**src/rtl/fp_pkg.sv**
```systemverilog
// Shared constants and FSM encoding for the sequential
// single-precision adder.
package fp_pkg;

  localparam int EXP_W  = 8;
  localparam int MANT_W = 23;
  localparam int BIAS   = 127;

  localparam logic [7:0]  EXP_MAX = 8'hFF;
  localparam logic [31:0] QNAN    = 32'h7FC00000;

  typedef enum logic [2:0] {
    S_IDLE,
    S_UNPACK,
    S_ALIGN,
    S_ADD,
    S_NORM,
    S_DONE
  } state_e;

endpackage

```
**src/rtl/fp_lzc24.sv**
```systemverilog
// Leading-zero count of a 24-bit word.
// An all-zero input reports 24.
module fp_lzc24 (
  input  logic [23:0] in_i,
  output logic [4:0]  cnt_o
);

  // Highest set bit wins, since the scan runs upward.
  always_comb begin
    cnt_o = 5'd24;
    for (int i = 0; i < 24; i++) begin
      if (in_i[i]) cnt_o = 5'(23 - i);
    end
  end

endmodule

```
**src/rtl/fp_add_seq.sv**
```systemverilog
// Multi-cycle IEEE-754 single adder, truncating,
// denormals flushed, with valid/ready on both sides.
module fp_add_seq
  import fp_pkg::*;
(
  input  logic        clk,
  input  logic        rst_n,
  input  logic        in_valid,
  output logic        in_ready,
  input  logic [31:0] a,
  input  logic [31:0] b,
  output logic        out_valid,
  input  logic        out_ready,
  output logic [31:0] sum,
  output logic        busy
);

  state_e state_q, state_d;

  logic [31:0]        a_q, b_q;
  logic [31:0]        spv_q, sum_q;
  logic               sl_q, sub_q;
  logic               spec_q, zero_q, ov_q;
  logic [EXP_W-1:0]   el_q, es_q;
  logic [23:0]        ml_q, ms_q;
  logic [24:0]        r_q;
  logic [MANT_W-1:0]  mn_q;
  logic signed [9:0]  en_q;
  logic [4:0]         lz;

  logic [EXP_W-1:0]   ea, eb, sh;
  logic [23:0]        ma, mb;
  logic               a_nan, b_nan;
  logic               a_inf, b_inf;
  logic               a_big, spec_d;
  logic [31:0]        spv_d, pack_d;

  fp_lzc24 u_lzc (
    .in_i  (r_q[23:0]),
    .cnt_o (lz)
  );

  // Field split, hidden bit, special detection.
  always_comb begin
    ea    = a_q[30:23];
    eb    = b_q[30:23];
    ma    = (ea == '0) ? '0 : {1'b1, a_q[22:0]};
    mb    = (eb == '0) ? '0 : {1'b1, b_q[22:0]};
    a_nan = (ea == EXP_MAX) && (a_q[22:0] != '0);
    b_nan = (eb == EXP_MAX) && (b_q[22:0] != '0);
    a_inf = (ea == EXP_MAX) && (a_q[22:0] == '0);
    b_inf = (eb == EXP_MAX) && (b_q[22:0] == '0);
    a_big = {ea, ma} >= {eb, mb};
    spec_d = a_nan | b_nan | a_inf | b_inf;
    spv_d  = {b_q[31], EXP_MAX, {MANT_W{1'b0}}};
    if (a_nan || b_nan ||
        (a_inf && b_inf && (a_q[31] ^ b_q[31])))
      spv_d = QNAN;
    else if (a_inf)
      spv_d = {a_q[31], EXP_MAX, {MANT_W{1'b0}}};
    sh = el_q - es_q;
  end

  // Final packing: specials, zero, underflow, overflow.
  always_comb begin
    pack_d = {sl_q, en_q[7:0], mn_q};
    if (spec_q)
      pack_d = spv_q;
    else if (zero_q)
      pack_d = '0;
    else if (en_q <= 10'sd0)
      pack_d = {sl_q, 31'b0};
    else if (en_q >= 10'sd255)
      pack_d = {sl_q, EXP_MAX, {MANT_W{1'b0}}};
  end

  // State register.
  always_ff @(posedge clk or negedge rst_n) begin
    if (!rst_n) state_q <= S_IDLE;
    else        state_q <= state_d;
  end

  // Next state and handshake outputs.
  always_comb begin
    state_d   = state_q;
    in_ready  = 1'b0;
    busy      = 1'b1;
    out_valid = ov_q;
    sum       = sum_q;
    unique case (state_q)
      S_IDLE: begin
        in_ready = 1'b1;
        busy     = 1'b0;
        if (in_valid) state_d = S_UNPACK;
      end
      S_UNPACK: state_d = S_ALIGN;
      S_ALIGN:  state_d = S_ADD;
      S_ADD:    state_d = S_NORM;
      S_NORM:   state_d = S_DONE;
      S_DONE: begin
        if (ov_q && out_ready) state_d = S_IDLE;
      end
      default:  state_d = S_IDLE;
    endcase
  end

  // Datapath: one step of the add per state.
  always_ff @(posedge clk or negedge rst_n) begin
    if (!rst_n) begin
      a_q    <= '0;
      b_q    <= '0;
      spv_q  <= '0;
      sum_q  <= '0;
      sl_q   <= 1'b0;
      sub_q  <= 1'b0;
      spec_q <= 1'b0;
      zero_q <= 1'b0;
      ov_q   <= 1'b0;
      el_q   <= '0;
      es_q   <= '0;
      ml_q   <= '0;
      ms_q   <= '0;
      r_q    <= '0;
      mn_q   <= '0;
      en_q   <= '0;
    end else begin
      unique case (state_q)
        S_IDLE: begin
          if (in_valid) begin
            a_q <= a;
            b_q <= b;
          end
        end
        S_UNPACK: begin
          sl_q   <= a_big ? a_q[31] : b_q[31];
          sub_q  <= a_q[31] ^ b_q[31];
          el_q   <= a_big ? ea : eb;
          es_q   <= a_big ? eb : ea;
          ml_q   <= a_big ? ma : mb;
          ms_q   <= a_big ? mb : ma;
          spec_q <= spec_d;
          spv_q  <= spv_d;
        end
        S_ALIGN: begin
          ms_q <= (sh > 8'd24) ? '0 : ms_q >> sh;
        end
        S_ADD: begin
          r_q <= sub_q ? {1'b0, ml_q} - {1'b0, ms_q}
                       : {1'b0, ml_q} + {1'b0, ms_q};
        end
        S_NORM: begin
          zero_q <= (r_q == '0);
          if (r_q[24]) begin
            mn_q <= r_q[23:1];
            en_q <= $signed({2'b00, el_q}) + 10'sd1;
          end else begin
            mn_q <= 23'(r_q[23:0] << lz);
            en_q <= $signed({2'b00, el_q})
                  - $signed({5'b00000, lz});
          end
        end
        S_DONE: begin
          if (!ov_q) begin
            sum_q <= pack_d;
            ov_q  <= 1'b1;
          end else if (out_ready) begin
            ov_q  <= 1'b0;
          end
        end
        default: ;
      endcase
    end
  end

endmodule

```
**config.mk**
```make
export PLATFORM = sky130hd
export DESIGN_NAME = fp_add_seq
export DESIGN_NICKNAME = d
export VERILOG_FILES = /design/src/rtl/fp_pkg.sv /design/src/rtl/fp_lzc24.sv /design/src/rtl/fp_add_seq.sv
export SDC_FILE = /design/constraint.sdc
export NUM_CORES = 1
export LEC_CHECK = 0
export ABC_AREA = 1
export BUFFER_PORTS_ARGS = -buffer_cell sky130_fd_sc_hd__buf_2
export CAP_MARGIN = 15
export CORE_ASPECT_RATIO = 1.2
export CORE_MARGIN = 2
export CORE_UTILIZATION = 67
export CTS_CLUSTER_SIZE = 8
export DETAILED_ROUTE_END_ITERATION = 12
export PLACE_DENSITY = 0.87
export SLEW_MARGIN = 20
export SYNTH_ARGS = -nofsm -noshare
export SYNTH_HDL_FRONTEND = slang
export SYNTH_SLANG_ARGS = --single-unit
```
**constraint.sdc**
```tcl
create_clock -name clk -period 9.5 [get_ports clk]
set_input_delay 1.425 -clock clk [delete_from_list [all_inputs] [get_ports clk]]
set_output_delay 1.425 -clock clk [all_outputs]
set_load 0.01 [all_outputs]
```
== Yosys cells after proc, flatten, opt, wreduce, memory -nomap -nowiden ==
Index checks and enable logic that the tools add are counted.
Widths: inputs -> output; s select.
Word-level totals
  input bits: 68
  word-level logic and storage cells: 112
  flip-flop bits (word level): 258
Cells by class
  bitwise logic cells: 5
  reductions and logical operators: 21
  equality and inequality tests: 9
  add/sub/neg operators: 5
  shift operators: 2
  magnitude comparators: 4
  multiplexer cells: 49
Operator list (count)
  $mux 32: 4
  $mux 24: 5
  $mux 5: 16
  $mux 31: 2
  $pmux 24 s2: 1
  $logic_not 23->1: 2
  $reduce_bool 23->1: 2
  $ge 32x32->1: 1
  $mux 4: 8
  $add 24x24->25: 1
  $logic_not 25->1: 1
  $mux 25: 1
  $sub 24x24->25: 1
  $shl 24x5->23: 1
  $shr 24x8->24: 1
  $mux 23: 1
  $pmux 3 s6: 1
  $eq 8x8->1 const B: 2
  $logic_not 8->1: 2
  $mux 8: 2
  $ge 10x9->1 const B: 1
  $le 10x1->1 const B: 1
  $mux 10: 1
  $add 8x1->9 const B: 1
  other kinds (17): 36

== Depth between registers and ports, before layout ==
  word-level depth: 26
  depth in mapped cells: 34

== Cells and area by module ==
A second synthesis with hierarchy kept.
Second synthesis, totals
  cells, all modules: 2169
  area total of the unflattened synthesis: 15765.1 um^2
Modules (own cells, without submodules)
  fp_add_seq: area each 15451.1 um^2, cells each 2095, times used 1
  fp_lzc24: area each 314.1 um^2, cells each 74, times used 1

== Least setup slack after synthesis ==
No wires, ideal clock.
  path kind: register to register
  from: reg ms_q[1]
  to: reg r_q[21]
  data arrival time: 3.107 ns
  path buffers: 0
  path slack: 6.262 ns
  setup time: 0.131 ns
  cell stages (with the launch flop): 20
  period minus slack after synthesis: 3.238 ns
  path through: dfrtp_1 > nor3_1 > nand3_1 > nor3_1 > nand2_1 > nor3_1 > nand2_1 > inv_1 > nor2_1 > xor2_1 > ha_1 > nand2_1 > nor3b_1 > a21oi_1 > o21ai_0 > a21boi_0 > o21ai_0 > nand2_1 > nand2_1 > o22ai_1
On the way
  longest elaborated chain between the ends: 2
RTL lines
  from (decl): RTL line fp_add_seq.sv:25  | logic [23:0] ml_q, ms_q;
  from (signal assigned): RTL line fp_add_seq.sv:140  | ms_q <= a_big ? mb : ma;
  from (signal assigned): RTL line fp_add_seq.sv:145  | ms_q <= (sh > 8'd24) ? '0 : ms_q >> sh;
  $add 24x24->25 or $sub 24x24->25 (tied branches): RTL line fp_add_seq.sv:149, fp_add_seq.sv:148
  $mux 25 *: RTL line fp_add_seq.sv:148  | r_q <= sub_q ? {1'b0, ml_q} - {1'b0, ms_q}
  to (signal assigned): RTL line fp_add_seq.sv:148
  to (decl): RTL line fp_add_seq.sv:26  | logic [24:0] r_q;
Every way passes the cells marked *; elsewhere a longest branch is shown, timed or not.
A chain may end at the register's enable or synchronous reset.

== Worst setup path after layout ==
  from: reg b_q[24]
  to: reg ms_q[18]
On the way
  longest elaborated chain between the ends: 5
RTL lines
  from (decl): RTL line fp_add_seq.sv:20  | logic [31:0] a_q, b_q;
  from (signal assigned): RTL line fp_add_seq.sv:111  | b_q <= '0;
  from (signal assigned): RTL line fp_add_seq.sv:131  | b_q <= b;
  $logic_not 8->1: RTL line fp_add_seq.sv:48  | mb = (eb == '0) ? '0 : {1'b1, b_q[22:0]};
  $mux 24: RTL line fp_add_seq.sv:48
  $ge 32x32->1: RTL line fp_add_seq.sv:53  | a_big = {ea, ma} >= {eb, mb};
  $mux 24 *: RTL line fp_add_seq.sv:140
  $pmux 24 s2 *: RTL line fp_add_seq.sv:127  | unique case (state_q)
Marks and branches as above.

==> reports/summary.md <==
In this run the critical register-to-register path is launched from b_q[24]. The number of different library cells used by synthesis comes to 58. The count of nets left with antenna violations once routing finished came out at 0.

Measured along the x axis, the die boundary spans 142 um. The type of the worst setup path is reg2reg. Of all flip-flops after synthesis, the portion carrying an async set or reset was 100%.

Static timing analysis puts the maximum clock frequency at 190 MHz. The first routing iteration left 1543 violations. The number of iterations in the first detailed-routing pass was 8; the number of buffers added by the clock tree synthesis step was 34. The number of global-route vias before repair is 15.3k.

Measured against its own limit, the worst slew margin works out to 22.2%. STA puts the critical path data required time at 9.87 ns. Synthesized area per cell: 7.15 sq um. In this run the most critical hold path is launched from sum[18].

The count of warnings emitted by yosys was 0; the post-layout utilization of the core was 75.3%. The tools report the total negative slack as 0 ns. met2 is the most crowded layer. Entering global routing, the biggest net connects 149 pins.

The synthesized design contains 229 register bits. The first global-routing pass estimated 76600 um of wire. The tools report the number of endpoints failing setup at the final stage as 0.

The worst hold path passes through 2 cells. The logs give 0.52 ns for the source-to-sink clock delay at the later pin of the worst-skew pair and 2354 for the final-stage net count. STA puts the critical path data arrival time at 5.63 ns. The tools report the number of buffers added to fix hold violations after cts as 0.

The number of pins with negative max-slew slack in the final report came out at 0. Once placement finished, the instance area stood at 16000 sq um. The clock drives 229 sinks.

The logs give 0 for the number of antenna violations at the first check in global routing and 0 for the remaining global-route overflow. The post-detailed-route DRC marker count was 0. For this run, global-route usage on met1 was measured as 44.8%.

The run gives 0 as the post-cts sizing count. The half-perimeter wire length after detailed placement came out at 35100 um. Across every metal layer, demand over resource in global routing totals 40.0%. The signed area change from the synthesized netlist to the final layout came out at 10.0%. The worst register-to-register path ends at ms_q[18]. In this run the worst path has a maximum fanout of 51. When the netlist entered floorplanning its net count stood at 2296.

The share of post-route cells with drive strength above 1 works out to 9.61%. The most used flip-flop cell after synthesis is sky130_fd_sc_hd__dfrtp_1. Global routing used 69.5% of the available met2 tracks.

0 antenna diodes ended up in the layout. Clock-pin slew was measured on the worst setup and hold paths at 0.05 ns. The flow ran to the end, and the final reports show no timing, DRC or antenna violations. The final route contains 15.6k vias. The path class of the tightest hold or removal check is reg2reg. Between clock sinks in the finished design, the worst skew comes to 0.0236 ns. The cell count of the worst reg-to-reg path was 19. The H-tree was split into 2 levels. Dividing the final minimum period by the clock period gives 55.4%. The path with the worst hold slack has its endpoint at sum[18]. Setup slack closes at 4.24 ns. The synthesized netlist occupies a cell area of 15400 sq um. Count of flip-flops with a built-in enable after synthesis: 0. The finished cells cover 17000 sq um.

The run gives 0 as the number of max-cap violations. After floorplanning, the core was divided into 60 placement rows. The full die area was 24200 sq um. Across all register-to-register paths, the minimum setup slack is 4.24 ns. After detailed routing, the number of vias per cell comes to 6.27. Setup repair after global routing left no endpoint under its margin.

The floorplan step defined a core boundary enclosing 22500 sq um. Of the synthesized area, sequential elements account for 37.2%. TritonCTS built the clock tree. Port buffering added 102 buffers. The slew at the pin with the worst max-slew slack was 1.16 ns; the sum of routed wire length over all layers was 48100 um. STA classifies the critical path startpoint as a flip-flop. For the I/O pin count, the log shows 103. The height of the die was 170 um. For met3 alone, demand over resource in global routing was 7.15%.

At the placement stage, the worst setup path has a slack of 4.55 ns. Routed wirelength normalized by instance count: 19.3 um. The buffer count from post-CTS setup fixing is 0, and the shortest clock period the worst path allows after layout is 5.26 ns.

The hold violation total from the final report was 0; the starting density of the core was 68.5%. The nature of the critical path endpoint was a flip-flop. The congestion estimate from routability-driven global placement came to 0.978. The tools report the maximum clock insertion buffer count as 3. CTS placed an instance of sky130_fd_sc_hd__clkbuf_16 at the clock tree root. The instance count of the mapped netlist came out at 2155.
-- flip-flops by register name, summed over array words and instances, names as in the netlist, 3 cells and up --
signal   count
a_q         32
b_q         32
sum         32
r_q         25
ml_q        24
ms_q        24
mn_q        23
en_q        10
el_q         8
es_q         8
spv_q        3
state_q      3
-- routing by layer --
metal / part of all wire (%) / routed length [um] / up-vias
li1: - / - / 7312
met1: 36 / 17300 / 7270
met2: 49 / 23600 / 818
met3: 7.5 / 3590 / 235
met4: 7.5 / 3630 / 0
met5: 0 / 0 / -
-- cell usage after synthesis, drive strengths merged (16+ instances only) --
cell type,instances,area share [%]
a21oi,223,7.3
buf,22,0.90
clkbuf,77,1.9
dfrtp,229,37
ha,70,5.7
inv,235,5.7
nand2,459,11
nand3,199,6.5
nand4,22,0.89
nor2,201,5.1
nor3,24,0.78
nor4,16,0.75
o211ai,21,1.1
o21ai,221,7.4
xor2,40,2.3
-- through the flow --
stage	cells	hold slack (ns)
detailed placement	2454	0.458
global placement	2454	0.457
CTS	2493	0.472
finish	2495	0.468
global route	2495	0.487
floorplan	2155	0.440
-- layout by cell type (no fill, tap or decap), types with 4 or more instances in the layout --
| master | n |
|---|---|
| sky130_fd_sc_hd__mux2_2 | 9 |
| sky130_fd_sc_hd__clkinv_1 | 4 |
| sky130_fd_sc_hd__nor3_1 | 23 |
| sky130_fd_sc_hd__o21ai_0 | 175 |
| sky130_fd_sc_hd__nand2_1 | 449 |
| sky130_fd_sc_hd__nand2_4 | 4 |
| sky130_fd_sc_hd__nand3_1 | 198 |
| sky130_fd_sc_hd__buf_2 | 101 |
| sky130_fd_sc_hd__or2_1 | 4 |
| sky130_fd_sc_hd__nor2_1 | 193 |
| sky130_fd_sc_hd__inv_1 | 230 |
| sky130_fd_sc_hd__nand2_2 | 6 |
| sky130_fd_sc_hd__ha_1 | 70 |
| sky130_fd_sc_hd__o21ai_1 | 36 |
| sky130_fd_sc_hd__xor2_1 | 39 |
| sky130_fd_sc_hd__nand4_1 | 22 |
| sky130_fd_sc_hd__o22ai_1 | 4 |
| sky130_fd_sc_hd__o21a_1 | 4 |
| sky130_fd_sc_hd__a22oi_1 | 8 |
| sky130_fd_sc_hd__clkbuf_16 | 34 |
| sky130_fd_sc_hd__inv_2 | 4 |
| sky130_fd_sc_hd__nor2_2 | 5 |
| sky130_fd_sc_hd__o21ai_2 | 10 |
| sky130_fd_sc_hd__xnor2_1 | 9 |
| sky130_fd_sc_hd__o2111ai_1 | 4 |
| sky130_fd_sc_hd__mux2i_1 | 4 |
| sky130_fd_sc_hd__a31oi_1 | 13 |
| sky130_fd_sc_hd__a21oi_1 | 220 |
| sky130_fd_sc_hd__nor4_1 | 15 |
| sky130_fd_sc_hd__o31ai_1 | 7 |
| sky130_fd_sc_hd__dfrtp_1 | 229 |
| sky130_fd_sc_hd__buf_4 | 16 |
| sky130_fd_sc_hd__o211ai_1 | 19 |
-- worst max-delay path, stage by stage, from the launching register on --
cell,delay (ns)
sky130_fd_sc_hd__dfrtp_1,0.38
sky130_fd_sc_hd__inv_1,0.15
sky130_fd_sc_hd__nand4_1,0.15
sky130_fd_sc_hd__nor2_1,0.35
sky130_fd_sc_hd__inv_1,0.44
sky130_fd_sc_hd__nand2_1,0.24
sky130_fd_sc_hd__ha_1,0.27
sky130_fd_sc_hd__a21oi_1,0.16
sky130_fd_sc_hd__o21ai_0,0.11
sky130_fd_sc_hd__nand2_1,0.07
sky130_fd_sc_hd__o211ai_1,0.08
sky130_fd_sc_hd__a221oi_1,0.37
sky130_fd_sc_hd__nand3_2,0.78
sky130_fd_sc_hd__buf_4,0.57
sky130_fd_sc_hd__inv_1,0.51
sky130_fd_sc_hd__o21ai_0,0.15
sky130_fd_sc_hd__nand2_1,0.08
sky130_fd_sc_hd__o31ai_1,0.06
sky130_fd_sc_hd__nand2_1,0.08
sky130_fd_sc_hd__o21ai_0,0.08
-- kinds of logic after synthesis --
family | count (synthesis) | share of synthesized area [%]
DFF | 229 | 37.2
muxes | 13 | 0.917
and+or+nand+nor | 934 | 26.0
AOI/OAI and AO/OA | 518 | 18.4
buffers and inverters | 338 | 8.61
xor gates and xnor gates | 50 | 2.89
adders and majority gates | 73 | 6.07
-- final cells by class --
type	instances	area, sq um
timing repair buffer	121	699
inverter	239	900
multi-input combinational	1588	8390
clock inverter	2	36.3
sequential	229	5730
fill	1730	5560
tap	279	349
clock buffer	37	862
-- how the worst max path moves through the flow --
stage	endpoint	cells after the start	from	slack (ns)
3_3_place_gp	ms_q[14]	19	b_q[27]	4.84
4_1_cts	ms_q[15]	19	b_q[24]	4.42
5_1_grt	ms_q[18]	19	b_q[24]	3.74
2_1_floorplan	r_q[21]	19	ms_q[1]	6.26
6_report	ms_q[18]	19	b_q[24]	4.24
3_5_place_dp	ms_q[15]	19	b_q[27]	4.55
Power is not shown: default switching activity piles up to over one toggle a cycle in this logic, so the estimate is an artifact.
